$ cat config.mk
export PLATFORM = sky130hd
export DESIGN_NAME = divide
export DESIGN_NICKNAME = d
export VERILOG_FILES = /design/src/rtl/divide.sv
export SDC_FILE = /design/constraint.sdc
export NUM_CORES = 1
export LEC_CHECK = 0
export CAP_MARGIN = 20
export CORE_MARGIN = 2
export CORE_UTILIZATION = 48
export CTS_CLUSTER_SIZE = 24
export DETAILED_ROUTE_END_ITERATION = 6
export PLACE_DENSITY = 0.76
export SLEW_MARGIN = 20
export SYNTH_ARGS = -nofsm -noshare
export SYNTH_HDL_FRONTEND = slang
export SYNTH_SLANG_ARGS = --single-unit
$ cat constraint.sdc
create_clock -name clkin -period 1.85 [get_ports clkin]
set_input_delay 0.4625 -clock clkin [delete_from_list [all_inputs] [get_ports clkin]]
set_output_delay 0.4625 -clock clkin [all_outputs]
set_load 0.005 [all_outputs]
$ cat src/rtl/divide.sv
// Sign-magnitude restoring divider, one quotient bit per clock, WIDTH-cycle latency.
// Define DIVIDE_ZERO_DETECT_EN to short-circuit a zero divisor with a 1-cycle result.
module divide #(
    parameter int WIDTH = 8
) (
    input  logic             clkin,
    input  logic             rst_n,
    input  logic             start,
    input  logic [WIDTH-1:0] dividend_in,
    input  logic [WIDTH-1:0] divisor_in,
    output logic             ready,
    output logic             sign,
    output logic [WIDTH-2:0] quotient,
    output logic [WIDTH-2:0] remainder,
    output logic             div_by_zero
);
    localparam int M  = WIDTH - 1;
    localparam int CW = $clog2(WIDTH);

    typedef enum logic [1:0] {IDLE, CALC, DONE} state_t;

    state_t         state, state_nxt;
    logic [CW-1:0]  cnt;
    logic [M-1:0]   dvd;      // dividend bits shift out, quotient bits shift in
    logic [M-1:0]   dvs;
    logic [M:0]     rem;      // one guard bit above the magnitude
    logic           sign_q;
    logic           accept;
    logic [M+1:0]   shifted;
    logic           ge;
    logic [M:0]     rem_nxt;

    always_ff @(posedge clkin or negedge rst_n) begin
        if (!rst_n) state <= IDLE;
        else        state <= state_nxt;
    end

    always_comb begin
        state_nxt = state;
        accept    = 1'b0;
        case (state)
            IDLE, DONE: if (start) begin
                accept    = 1'b1;
                state_nxt = CALC;
            end
            CALC:    if (cnt == '0) state_nxt = DONE;
            default: state_nxt = IDLE;
        endcase
    end

    always_comb begin
        shifted = {rem, dvd[M-1]};
        ge      = shifted >= (M+2)'(dvs);
        rem_nxt = ge ? WIDTH'(shifted - (M+2)'(dvs)) : shifted[M:0];
    end

`ifdef DIVIDE_ZERO_DETECT_EN
    logic zero;
    logic zero_in;
    assign zero_in = (divisor_in[M-1:0] == '0);
`endif

    always_ff @(posedge clkin or negedge rst_n) begin
        if (!rst_n) begin
            cnt       <= '0;
            dvd       <= '0;
            dvs       <= '0;
            rem       <= '0;
            sign_q    <= 1'b0;
            ready     <= 1'b0;
            sign      <= 1'b0;
            quotient  <= '0;
            remainder <= '0;
`ifdef DIVIDE_ZERO_DETECT_EN
            zero        <= 1'b0;
            div_by_zero <= 1'b0;
`endif
        end else if (accept) begin
            dvd    <= dividend_in[M-1:0];
            dvs    <= divisor_in[M-1:0];
            rem    <= '0;
            sign_q <= dividend_in[M] ^ divisor_in[M];
            ready  <= 1'b0;
`ifdef DIVIDE_ZERO_DETECT_EN
            zero   <= zero_in;
            // A zero divisor skips the iterations: counter 0 means result next edge
            cnt    <= zero_in ? '0 : CW'(M);
`else
            cnt    <= CW'(M);
`endif
        end else if (state == CALC) begin
            if (cnt != '0) begin
                dvd <= {dvd[M-2:0], ge};
                rem <= rem_nxt;
                cnt <= cnt - 1'b1;
            end else begin
                ready <= 1'b1;
                sign  <= sign_q;
`ifdef DIVIDE_ZERO_DETECT_EN
                quotient    <= zero ? '1  : dvd;
                remainder   <= zero ? dvd : rem[M-1:0];
                div_by_zero <= zero;
`else
                quotient    <= dvd;
                remainder   <= rem[M-1:0];
`endif
            end
        end
    end

`ifndef DIVIDE_ZERO_DETECT_EN
    assign div_by_zero = 1'b0;
`endif

endmodule
==> results.py, run 1 <==
metrics = {
    "global_routing": {
        "grtUsageTotal": 0.210,
        "grt_pass1_vias": 1833,
        "busiest_layer": "met2",
        "grt-ovfl-total": 0,
        "grt_first_pass_wirelength_mm": 8.34,
        "use_met1": 0.265,
        "groute.layer.met3.usage": 0.0347,
        "antenna_found_initial": 0,
        "grt_max_degree": 45,
        "grtUsageMet2": 0.357,
    },
    "logic_synthesis": {
        "yosys.area.top_type": "dfrtp_1",
        "synth_top_area_frac": 0.497,
        "synthTopCellsByCount": "44 x dfrtp_1, 31 x nand2_1, 15 x mux2_2, 14 x nor2_1, 13 x o21ai_0",
        "synth_most_common_cell": "dfrtp_1",
        "synth_nets": 247,
        "ys_seq_area_frac": 0.497,
        "synth_async_sr_flop_share": 1.00,
        "netlist_instances": 218,
        "synth_area_um2": 2210,
        "ys_warn_count": 0,
        "synth_edf_count": 0,
        "syn_avg_cell_area_um2": 10.2,
        "synth_flop_cell": "dfrtp_1",
        "ys_seq_elements": 44,
        "synthTopCellsByArea": "dfrtp_1 50%, mux2_2 7.6%, nand2_1 5.3%, ha_1 5.1%, o21ai_0 2.9%",
        "ys_types": 38,
    },
    "floorplan": {
        "start_util": 0.502,
        "die_area_um2": 5170,
        "io_pins": 36,
        "core_um2": 4410,
        "fp.dieH_um": 71.9,
        "rows": 24,
        "dieWidth_um": 71.9,
    },
    "detailed_routing": {
        "drt_pass1_iterations": 4,
        "drtIter0Drc": 114,
        "ant_nets": 0,
        "vias": 1800,
        "detail_route.vias_per_cell": 5.39,
        "drt_wl_total_mm": 5.04,
        "wl_per_cell_um": 15.1,
        "drc_errors": 0,
    },
    "worst_setup_path": {
        "start_kind": "flip-flop",
        "crit_path_max_fanout": 2,
        "critPathKind": "flip-flop to flip-flop",
        "rrSetupSlack_ps": -50,
        "timing.rr.end": "rem[6]$_DFFE_PN0P_",
        "path_cells": "inv_1 > ha_1 > fa_2 > nand2b_4 > a21oi_2 > mux2i_1 > a41o_2 > o21ai_2",
        "crit_path_top_delay_cell": "dfrtp_1",
        "cpPeakStageDelay_ps": 360,
        "r2r_cells": 8,
        "cp_data_arrival_time_ps": 2110,
        "r2r_start": "dvd[6]$_DFFE_PN0P_",
        "cp-end-kind": "flip-flop",
        "crit_required_ps": 2050,
    },
    "final_layout": {
        "syn2layout_area_growth_pct": 36.9,
        "fin_nets": 310,
        "stdcell_count": 334,
        "fin_util": 0.687,
        "fin_area_um2": 3030,
        "antenna-diode-count": 0,
        "nFillCells": 347,
        "drive_gt1_frac": 0.252,
    },
    "placement": {
        "gp_congestion": 0.852,
        "numPortBuffers": 34,
        "place_hpwl_mm": 3.48,
        "dp_cells": 322,
        "dpl_cell_area_um2": 2790,
    },
    "clocking": {
        "cts_sinks": 44,
        "numCtsBuffers": 5,
        "cts_tree": "yes",
        "h-tree-depth": 2,
        "cts.path.max_buffers": 2,
        "cts.reportedPaths.clkPinSlew_ps": 90,
        "root_buffer": "clkbuf_8",
        "postCtsHoldBufs": 0,
        "clk-insertion-delay-late_ps": 320,
    },
    "sta": {
        "hold_viol_final": 0,
        "clock.fmax_mhz": 525,
        "setup_tns_ps": -72.6,
        "fin_crit_sh": 1.03,
        "slew_violations": 0,
        "holdWs_ps": 101,
        "final.setup_skew_ps": 13.0,
        "setup_viol": 3,
        "rsz0062_at_grt": "yes",
        "setup_ws_ps": -54.5,
        "fin_crit_ps": 1900,
    },
    "pwr": {
        "p_leak_nw": 1.37,
        "ir_drop_uv": 938,
        "p_per_area_nw_per_um2": 2150,
    },
    "job": {
        "max_cap_violations": 0,
    },
    "status": {
        "status": "finished with violations",
        "failed_checks": "negative setup slack",
    },
    "hold_path": {
        "hold_class": "primary input to asynchronous set/reset pin",
    },
}
-- worst max path at each step --
stage / from / end / depth (start not counted)
2_1_floorplan: rem[5]$_DFFE_PN0P_ / rem[2]$_DFFE_PN0P_ / 7
3_3_place_gp: dvd[6]$_DFFE_PN0P_ / rem[6]$_DFFE_PN0P_ / 8
3_5_place_dp: dvs[2]$_DFFE_PN0P_ / rem[2]$_DFFE_PN0P_ / 8
4_1_cts: dvs[6]$_DFFE_PN0P_ / rem[2]$_DFFE_PN0P_ / 7
5_1_grt: dvd[6]$_DFFE_PN0P_ / rem[6]$_DFFE_PN0P_ / 8
6_report: dvd[6]$_DFFE_PN0P_ / rem[6]$_DFFE_PN0P_ / 8
-- what timing repair did --
item | 4_1_cts | 5_1_grt
endpoints found under the setup margin | 5 | 8
gates resized for setup | 9 | 9
buffers inserted | 2 | 2
pin swaps | 4 | 5
-- layout make-up --
cell class                      count  area, um2  area share
Sequential cell                    44       1100       0.363
Multi-Input combinational cell    152       1090       0.361
Timing Repair Buffer               66        604       0.199
Clock buffer                        6       82.6      0.0272
Tap cell                           52       65.1      0.0215
Inverter                           12       45.0      0.0149
Clock inverter                      2       38.8      0.0128
-- cell families (layout without fill, tap and decap cells) --
kind of cell	after synthesis	in the layout	share of synthesized area
compound gates	44	44	0.121
xor+xnor	6	6	0.0237
fa+ha+maj	10	10	0.0599
buf+inv	22	86	0.0463
flops	44	44	0.497
mux	20	20	0.0989
other cells	1	1	0.00169
simple gates	71	71	0.151
-- registers in the layout, summed over array words and instances, names as in the netlist --
signal,count
quotient,7
dvd,7
remainder,7
dvs,7
ready,1
state,2
sign,1
rem,8
cnt,3
sign_q,1
-- worst max-delay path: cells and delay by family, from the launching register on --
| family | cells | cell delay, ps |
|---|---|---|
| flops | 1 | 360 |
| simple gates | 1 | 150 |
| buf+inv | 1 | 50 |
| fa+ha+maj | 2 | 570 |
| mux | 1 | 250 |
| compound gates | 3 | 410 |
-- layout by cell type, fill, tap and decap left out, types with 4 or more instances in the layout --
cell              n
a21oi_1           6
o21ai_0          11
nor2_1           14
inv_1            10
clkbuf_8          6
nand2_1          31
dfrtp_1          44
nand3_1           5
and3_1            4
a31oi_1           9
ha_4              4
xnor2_1           4
o21ai_1           4
clkdlybuf4s50_1  33
nand2b_1          5
ha_1              5
mux2i_1           5
mux2_2           15
buf_4            29
-- power breakdown --
group          internal [mW]  leakage, nW  switching (mW)  total [mW]
sequential              1.45        0.535           0.283        1.74
combinational           2.12        0.778            1.87        3.99
clock                  0.442       0.0614           0.357       0.799
total                   4.01         1.37            2.51        6.52
-- stage by stage --
step	setup WS [ps]	total power, mW
6_report	-54.5	6.52
3_3_place_gp	-1.11	5.10
2_1_floorplan	-17.8	3.88
4_1_cts	-72.3	6.27
5_1_grt	-130	7.02
3_5_place_dp	-92.6	5.24
-- metal layers --
metal	share of wire	wire, um	vias up
met5	0	0	-
met2	0.52	2610	46
met3	0.035	177	8
met4	0.020	102	0
li1	-	-	872
met1	0.43	2150	874
Note: power is estimated with default switching activity, not from simulation.
==> inputs of run 2 (changes only) <==
--- a/config.mk
+++ b/config.mk
@@ -5,12 +5,13 @@
 export SDC_FILE = /design/constraint.sdc
 export NUM_CORES = 1
 export LEC_CHECK = 0
+export ABC_AREA = 1
 export CAP_MARGIN = 20
 export CORE_MARGIN = 2
-export CORE_UTILIZATION = 48
+export CORE_UTILIZATION = 45
 export CTS_CLUSTER_SIZE = 24
 export DETAILED_ROUTE_END_ITERATION = 6
-export PLACE_DENSITY = 0.76
+export PLACE_DENSITY = 0.68
 export SLEW_MARGIN = 20
 export SYNTH_ARGS = -nofsm -noshare
 export SYNTH_HDL_FRONTEND = slang
==> constraint.sdc (replaced) <==
create_clock -name clkin -period 2.4 [get_ports clkin]
set_input_delay 0.6 -clock clkin [delete_from_list [all_inputs] [get_ports clkin]]
set_output_delay 0.6 -clock clkin [all_outputs]
set_load 0.005 [all_outputs]
==> results.py, run 2 <==
metrics = {
    "final_layout": {
        "syn2layout_area_growth_pct": 19.9,
        "mostFrequentLayoutCells": "78 x nand2_1, 44 x dfrtp_1, 38 x inv_1, 33 x clkdlybuf4s50_1, 23 x nand3_1",
        "antenna-diode-count": 0,
        "largest_reg_flops": 8,
        "final_common_cell": "nand2_1",
        "drive_gt1_frac": 0.140,
        "stdcell_count": 391,
        "fin_nets": 349,
        "fin_util": 0.562,
        "fin_area_um2": 2870,
        "largest-register": "rem",
    },
    "clocking": {
        "numCtsBuffers": 5,
        "cts.path.max_buffers": 2,
        "cts_setup_buffers": 0,
        "cts_resized": 0,
        "cts_sinks": 44,
        "cts_tree": "yes",
        "h-tree-depth": 2,
        "clk-insertion-delay-late_ps": 300,
        "cts.reportedPaths.clkPinSlew_ps": 90,
        "postCtsHoldBufs": 0,
        "root_buffer": "clkbuf_8",
    },
    "detailed_routing": {
        "drtIter0Drc": 135,
        "drt_wl_total_mm": 4.56,
        "vias": 1885,
        "wl_per_cell_um": 11.7,
        "detail_route.vias_per_cell": 4.82,
        "ant_nets": 0,
        "drt_pass1_iterations": 4,
        "drc_errors": 0,
    },
    "sta": {
        "rsz0062_at_grt": "no",
        "holdWs_ps": 360,
        "hold_viol_final": 0,
        "final.setup_skew_ps": 7.57,
        "setup_tns_ps": 0,
        "clock.fmax_mhz": 559,
        "fin_crit_ps": 1790,
        "setup_viol": 0,
        "slew_violations": 0,
        "tightest_slew_ps": 537,
        "fin_crit_sh": 0.745,
        "setup_ws_ps": 612,
        "max_slew_margin": 0.642,
    },
    "logic_synthesis": {
        "synth_top_area_frac": 0.460,
        "syn_avg_cell_area_um2": 8.43,
        "synth_async_sr_flop_share": 1.00,
        "netlist_instances": 284,
        "synthTopCellsByArea": "dfrtp_1 46%, nand2_1 12%, inv_1 6.0%, o21ai_2 5.1%, nand3_1 4.8%",
        "synthTopCellsByCount": "78 x nand2_1, 44 x dfrtp_1, 38 x inv_1, 23 x nand3_1",
        "synth_most_common_cell": "nand2_1",
        "yosys.area.top_type": "dfrtp_1",
        "synth_edf_count": 0,
        "ys_types": 31,
        "synth_area_um2": 2390,
        "ys_warn_count": 0,
        "synth_flop_cell": "dfrtp_1",
        "ys_seq_elements": 44,
        "ys_seq_area_frac": 0.460,
        "synth_nets": 313,
    },
    "floorplan": {
        "fp.dieH_um": 76.9,
        "core_um2": 5110,
        "die_area_um2": 5920,
        "io_pins": 36,
        "dieWidth_um": 76.9,
        "rows": 26,
        "start_util": 0.469,
    },
    "hold_path": {
        "hold_class": "primary input to asynchronous set/reset pin",
    },
    "pwr": {
        "ir_drop_uv": 897,
        "p_int_mw": 2.35,
        "p_sw_mw": 2.00,
        "seqPwrFrac": 0.292,
        "clkPwrFrac": 0.106,
        "p_per_area_nw_per_um2": 1510,
        "p_sw_frac": 0.459,
        "pwr-share-comb": 0.602,
        "p_leak_nw": 1.42,
        "p_total_mw": 4.35,
    },
    "global_routing": {
        "use_met1": 0.242,
        "grtUsageMet2": 0.264,
        "grtUsageTotal": 0.173,
        "grt_first_pass_wirelength_mm": 8.22,
        "grt_pass1_vias": 1856,
        "antenna_found_initial": 0,
        "grt-ovfl-total": 0,
        "grt_max_degree": 45,
        "groute.layer.met3.usage": 0.0306,
        "busiest_layer": "met2",
    },
    "placement": {
        "numPortBuffers": 34,
        "dp_cells": 383,
        "place_hpwl_mm": 3.45,
        "place_ws_ps": 308,
        "dpl_cell_area_um2": 2790,
        "gp_congestion": 0.832,
    },
    "worst_setup_path": {
        "cp.buffers_inverters": 1,
        "path_cells": "clkdlybuf4s50_1",
        "cp-end-kind": "output pin",
        "crit_path_top_delay_cell": "clkdlybuf4s50_1",
        "cp_top_family": "buffers and inverters",
        "critPathKind": "flip-flop to output pin",
        "cpPeakStageDelay_ps": 510,
        "r2r_cells": 9,
        "cp_num_cells": 1,
        "crit_required_ps": 1800,
        "crit_path_max_fanout": 2,
        "start_kind": "flip-flop",
        "cp_data_arrival_time_ps": 1190,
    },
    "status": {
        "status": "finished clean",
    },
    "job": {
        "max_cap_violations": 0,
    },
}
[run 2: cell types whose count changed after synthesis, sizes merged, moves of 4 or more]
cell / delta
mux2i: -5
mux2: -15
nand2b: -6
nand3: +21
and3: -4
inv: +31
nand2: +56
a31oi: -10
o21ai: +13
clkbuf: -6
[run 2: area by class of cell]
class                           instances  area (um2)
Inverter                               43         161
Timing Repair Buffer                   36         363
Clock inverter                          1        8.76
Sequential cell                        44        1100
Fill cell                             495        2240
Multi-Input combinational cell        190        1070
Clock buffer                            7        76.3
Tap cell                               70        87.6
[run 2: per-layer routing]
layer / wire length [um] / up-vias
met5: 0 / -
met4: 94 / 0
met3: 132 / 9
met2: 2000 / 33
met1: 2330 / 863
li1: - / 980
[run 2: power by group through the flow]
stage | sequential [mW] | clock [mW] | combinational, mW
3_3_place_gp | 1.28 | 0 | 2.59
2_1_floorplan | 1.26 | 0 | 1.98
6_report | 1.27 | 0.462 | 2.62
5_1_grt | 1.31 | 0.494 | 3.02
3_5_place_dp | 1.28 | 0 | 2.64
4_1_cts | 1.27 | 0.468 | 2.65
[run 2: final timing paths]
check,slack [ps],to,startpoint
max in group asynchronous,1660,rem[5]$_DFFE_PN0P_,rst_n
hold / removal,360,ready$_DFFE_PN0P_,rst_n
setup reg to reg,690,rem[4]$_DFFE_PN0P_,dvd[6]$_DFFE_PN0P_
min in group clkin,480,remainder[2]$_DFFE_PN0P_,remainder[2]$_DFFE_PN0P_
hold reg to reg,480,remainder[2]$_DFFE_PN0P_,remainder[2]$_DFFE_PN0P_
setup / recovery,610,quotient[5],quotient[5]$_DFFE_PN0P_
[run 2: logic make-up after synthesis]
family	share of synthesized area
AO/OA/AOI/OAI	0.115
buffers and inverters	0.0920
AND/OR/NAND/NOR	0.261
other	0.00157
adder cells (fa/ha/maj)	0.0554
XOR/XNOR	0.0146
flip-flops	0.460
==> inputs of run 3 (changes only) <==
==> constraint.sdc (replaced) <==
create_clock -name clkin -period 1.65 [get_ports clkin]
set_input_delay 0.4125 -clock clkin [delete_from_list [all_inputs] [get_ports clkin]]
set_output_delay 0.4125 -clock clkin [all_outputs]
set_load 0.005 [all_outputs]
==> results.py, run 3 (synthesis gave the netlist of run 2 again) <==
metrics = {
    "worst_setup_path": {
        "cpPeakStageDelay_ps": 520,
        "critPathLaunch": "quotient[6]$_DFFE_PN0P_",
        "path_cells": "clkdlybuf4s50_1",
        "cp_data_arrival_time_ps": 1190,
        "rrSetupSlack_ps": 90,
        "cp-end-kind": "output pin",
        "cp_top_family": "buffers and inverters",
        "start_kind": "flip-flop",
        "critPathKind": "flip-flop to output pin",
        "r2r_start": "dvs[2]$_DFFE_PN0P_",
        "cp.buffers_inverters": 1,
        "crit_path_top_delay_cell": "clkdlybuf4s50_1",
        "crit_path_max_fanout": 2,
        "crit_required_ps": 1240,
    },
    "pwr": {
        "p_leak_nw": 1.51,
        "p_per_area_nw_per_um2": 2280,
        "ir_drop_uv": 1110,
    },
    "global_routing": {
        "grt_pass1_vias": 1935,
        "grtUsageTotal": 0.184,
        "grt_first_pass_wirelength_mm": 8.80,
        "grt-ovfl-total": 0,
        "grt_max_degree": 45,
        "antenna_found_initial": 0,
    },
    "detailed_routing": {
        "drt_pass1_iterations": 4,
        "wl_per_cell_um": 12.4,
        "detail_route.vias_per_cell": 4.90,
        "drc_errors": 0,
        "vias": 1999,
        "ant_nets": 0,
        "drtIter0Drc": 125,
        "drt_wl_total_mm": 5.06,
    },
    "sta": {
        "final.setup_skew_ps": 6.86,
        "holdWs_ps": 82.1,
        "slew_violations": 0,
        "setup_viol": 0,
        "fin_crit_ps": 1600,
        "rsz0062_at_grt": "yes",
        "setup_tns_ps": 0,
        "clock.fmax_mhz": 624,
        "hold_viol_final": 0,
        "fin_crit_sh": 0.971,
    },
    "final_layout": {
        "largest_reg_flops": 8,
        "nFillCells": 452,
        "fin_nets": 366,
        "final_common_cell": "nand2_1",
        "largest-register": "rem",
        "drive_gt1_frac": 0.240,
        "mostFrequentLayoutCells": "76 x nand2_1, 44 x dfrtp_1, 33 x clkdlybuf4s50_1, 31 x inv_1, 21 x nand3_1",
        "syn2layout_area_growth_pct": 30.1,
        "multi_input_area_um2": 1160,
        "antenna-diode-count": 0,
        "seqCellArea_um2": 1100,
        "stdcell_count": 408,
    },
    "floorplan": {
        "dieWidth_um": 76.9,
        "start_util": 0.469,
        "die_area_um2": 5920,
        "fp.dieH_um": 76.9,
        "io_pins": 36,
        "rows": 26,
        "core_um2": 5110,
    },
    "clocking": {
        "clk-insertion-delay-late_ps": 300,
        "numCtsBuffers": 5,
        "root_buffer": "clkbuf_8",
        "cts_tree": "yes",
        "cts.reportedPaths.clkPinSlew_ps": 90,
        "cts.path.max_buffers": 2,
        "h-tree-depth": 2,
        "cts_sinks": 44,
    },
    "placement": {
        "place_hpwl_mm": 3.72,
        "dp_cells": 397,
        "numPortBuffers": 34,
        "gp_congestion": 0.818,
    },
    "hold_path": {
        "hold_class": "primary input to asynchronous set/reset pin",
    },
    "job": {
        "max_cap_violations": 0,
    },
    "status": {
        "status": "finished clean",
    },
}
==> run 3: changes by cell type in the layout (fill, tap and decap cells not counted), moves of 2 or more <==
cell	delta
buf_4	+16
nand2_1	-2
nand3_1	-2
inv_2	+6
ha_4	+6
ha_1	-6
nand2_2	+2
inv_1	-7
nand3_2	+2
==> run 3: power by group <==
part	switching, mW	internal [mW]
logic	2.50	2.02
registers	0.289	1.59
clock network	0.375	0.340
==> run 3: path summary, 6_finish.rpt <==
kind,to,cells past startpoint
max,quotient[6],1
min,cnt[1]$_DFFE_PN0P_,2
min reg2reg,cnt[2]$_DFFE_PN0P_,1
max in group asynchronous,rem[7]$_DFFE_PN0P_,2
min in group clkin,cnt[2]$_DFFE_PN0P_,1
max reg2reg,rem[3]$_DFFE_PN0P_,8
==> run 3: metal layers <==
| metal | global-route usage | wire length [um] | part of all wire |
|---|---|---|---|
| met3 | 0.0400 | 235 | 0.046 |
| met1 | 0.248 | 2390 | 0.47 |
| met2 | 0.291 | 2360 | 0.47 |
| met4 | 0.0709 | 81 | 0.016 |
| met5 | 0 | 0 | 0 |
==> run 3: through the flow <==
stage          utilization  instance area [um2]  power [mW]  worst slack, ps
2_1_floorplan            -                 2390        4.72              117
3_3_place_gp         0.568                 2900        5.91            -14.3
3_5_place_dp         0.568                 2900        5.99            -41.1
4_1_cts              0.589                 3010        6.75             17.2
5_1_grt              0.610                 3110        7.85            -27.3
6_report             0.610                 3110        7.11             48.2
==> run 3: repair_timing <==
item	CTS	global route
buffers inserted	0	3
endpoints found under the setup margin	3	14
gates resized for setup	1	19
hold buffers	0	0
pin swaps	0	5
==> run 3: final cells by class <==
type / instances / share of cell area
timing repair buffer: 53 / 0.162
clock buffer: 7 / 0.0277
clock inverter: 1 / 0.00241
inverter: 43 / 0.0526
multi-input combinational: 190 / 0.374
sequential: 44 / 0.354
tap: 70 / 0.0281
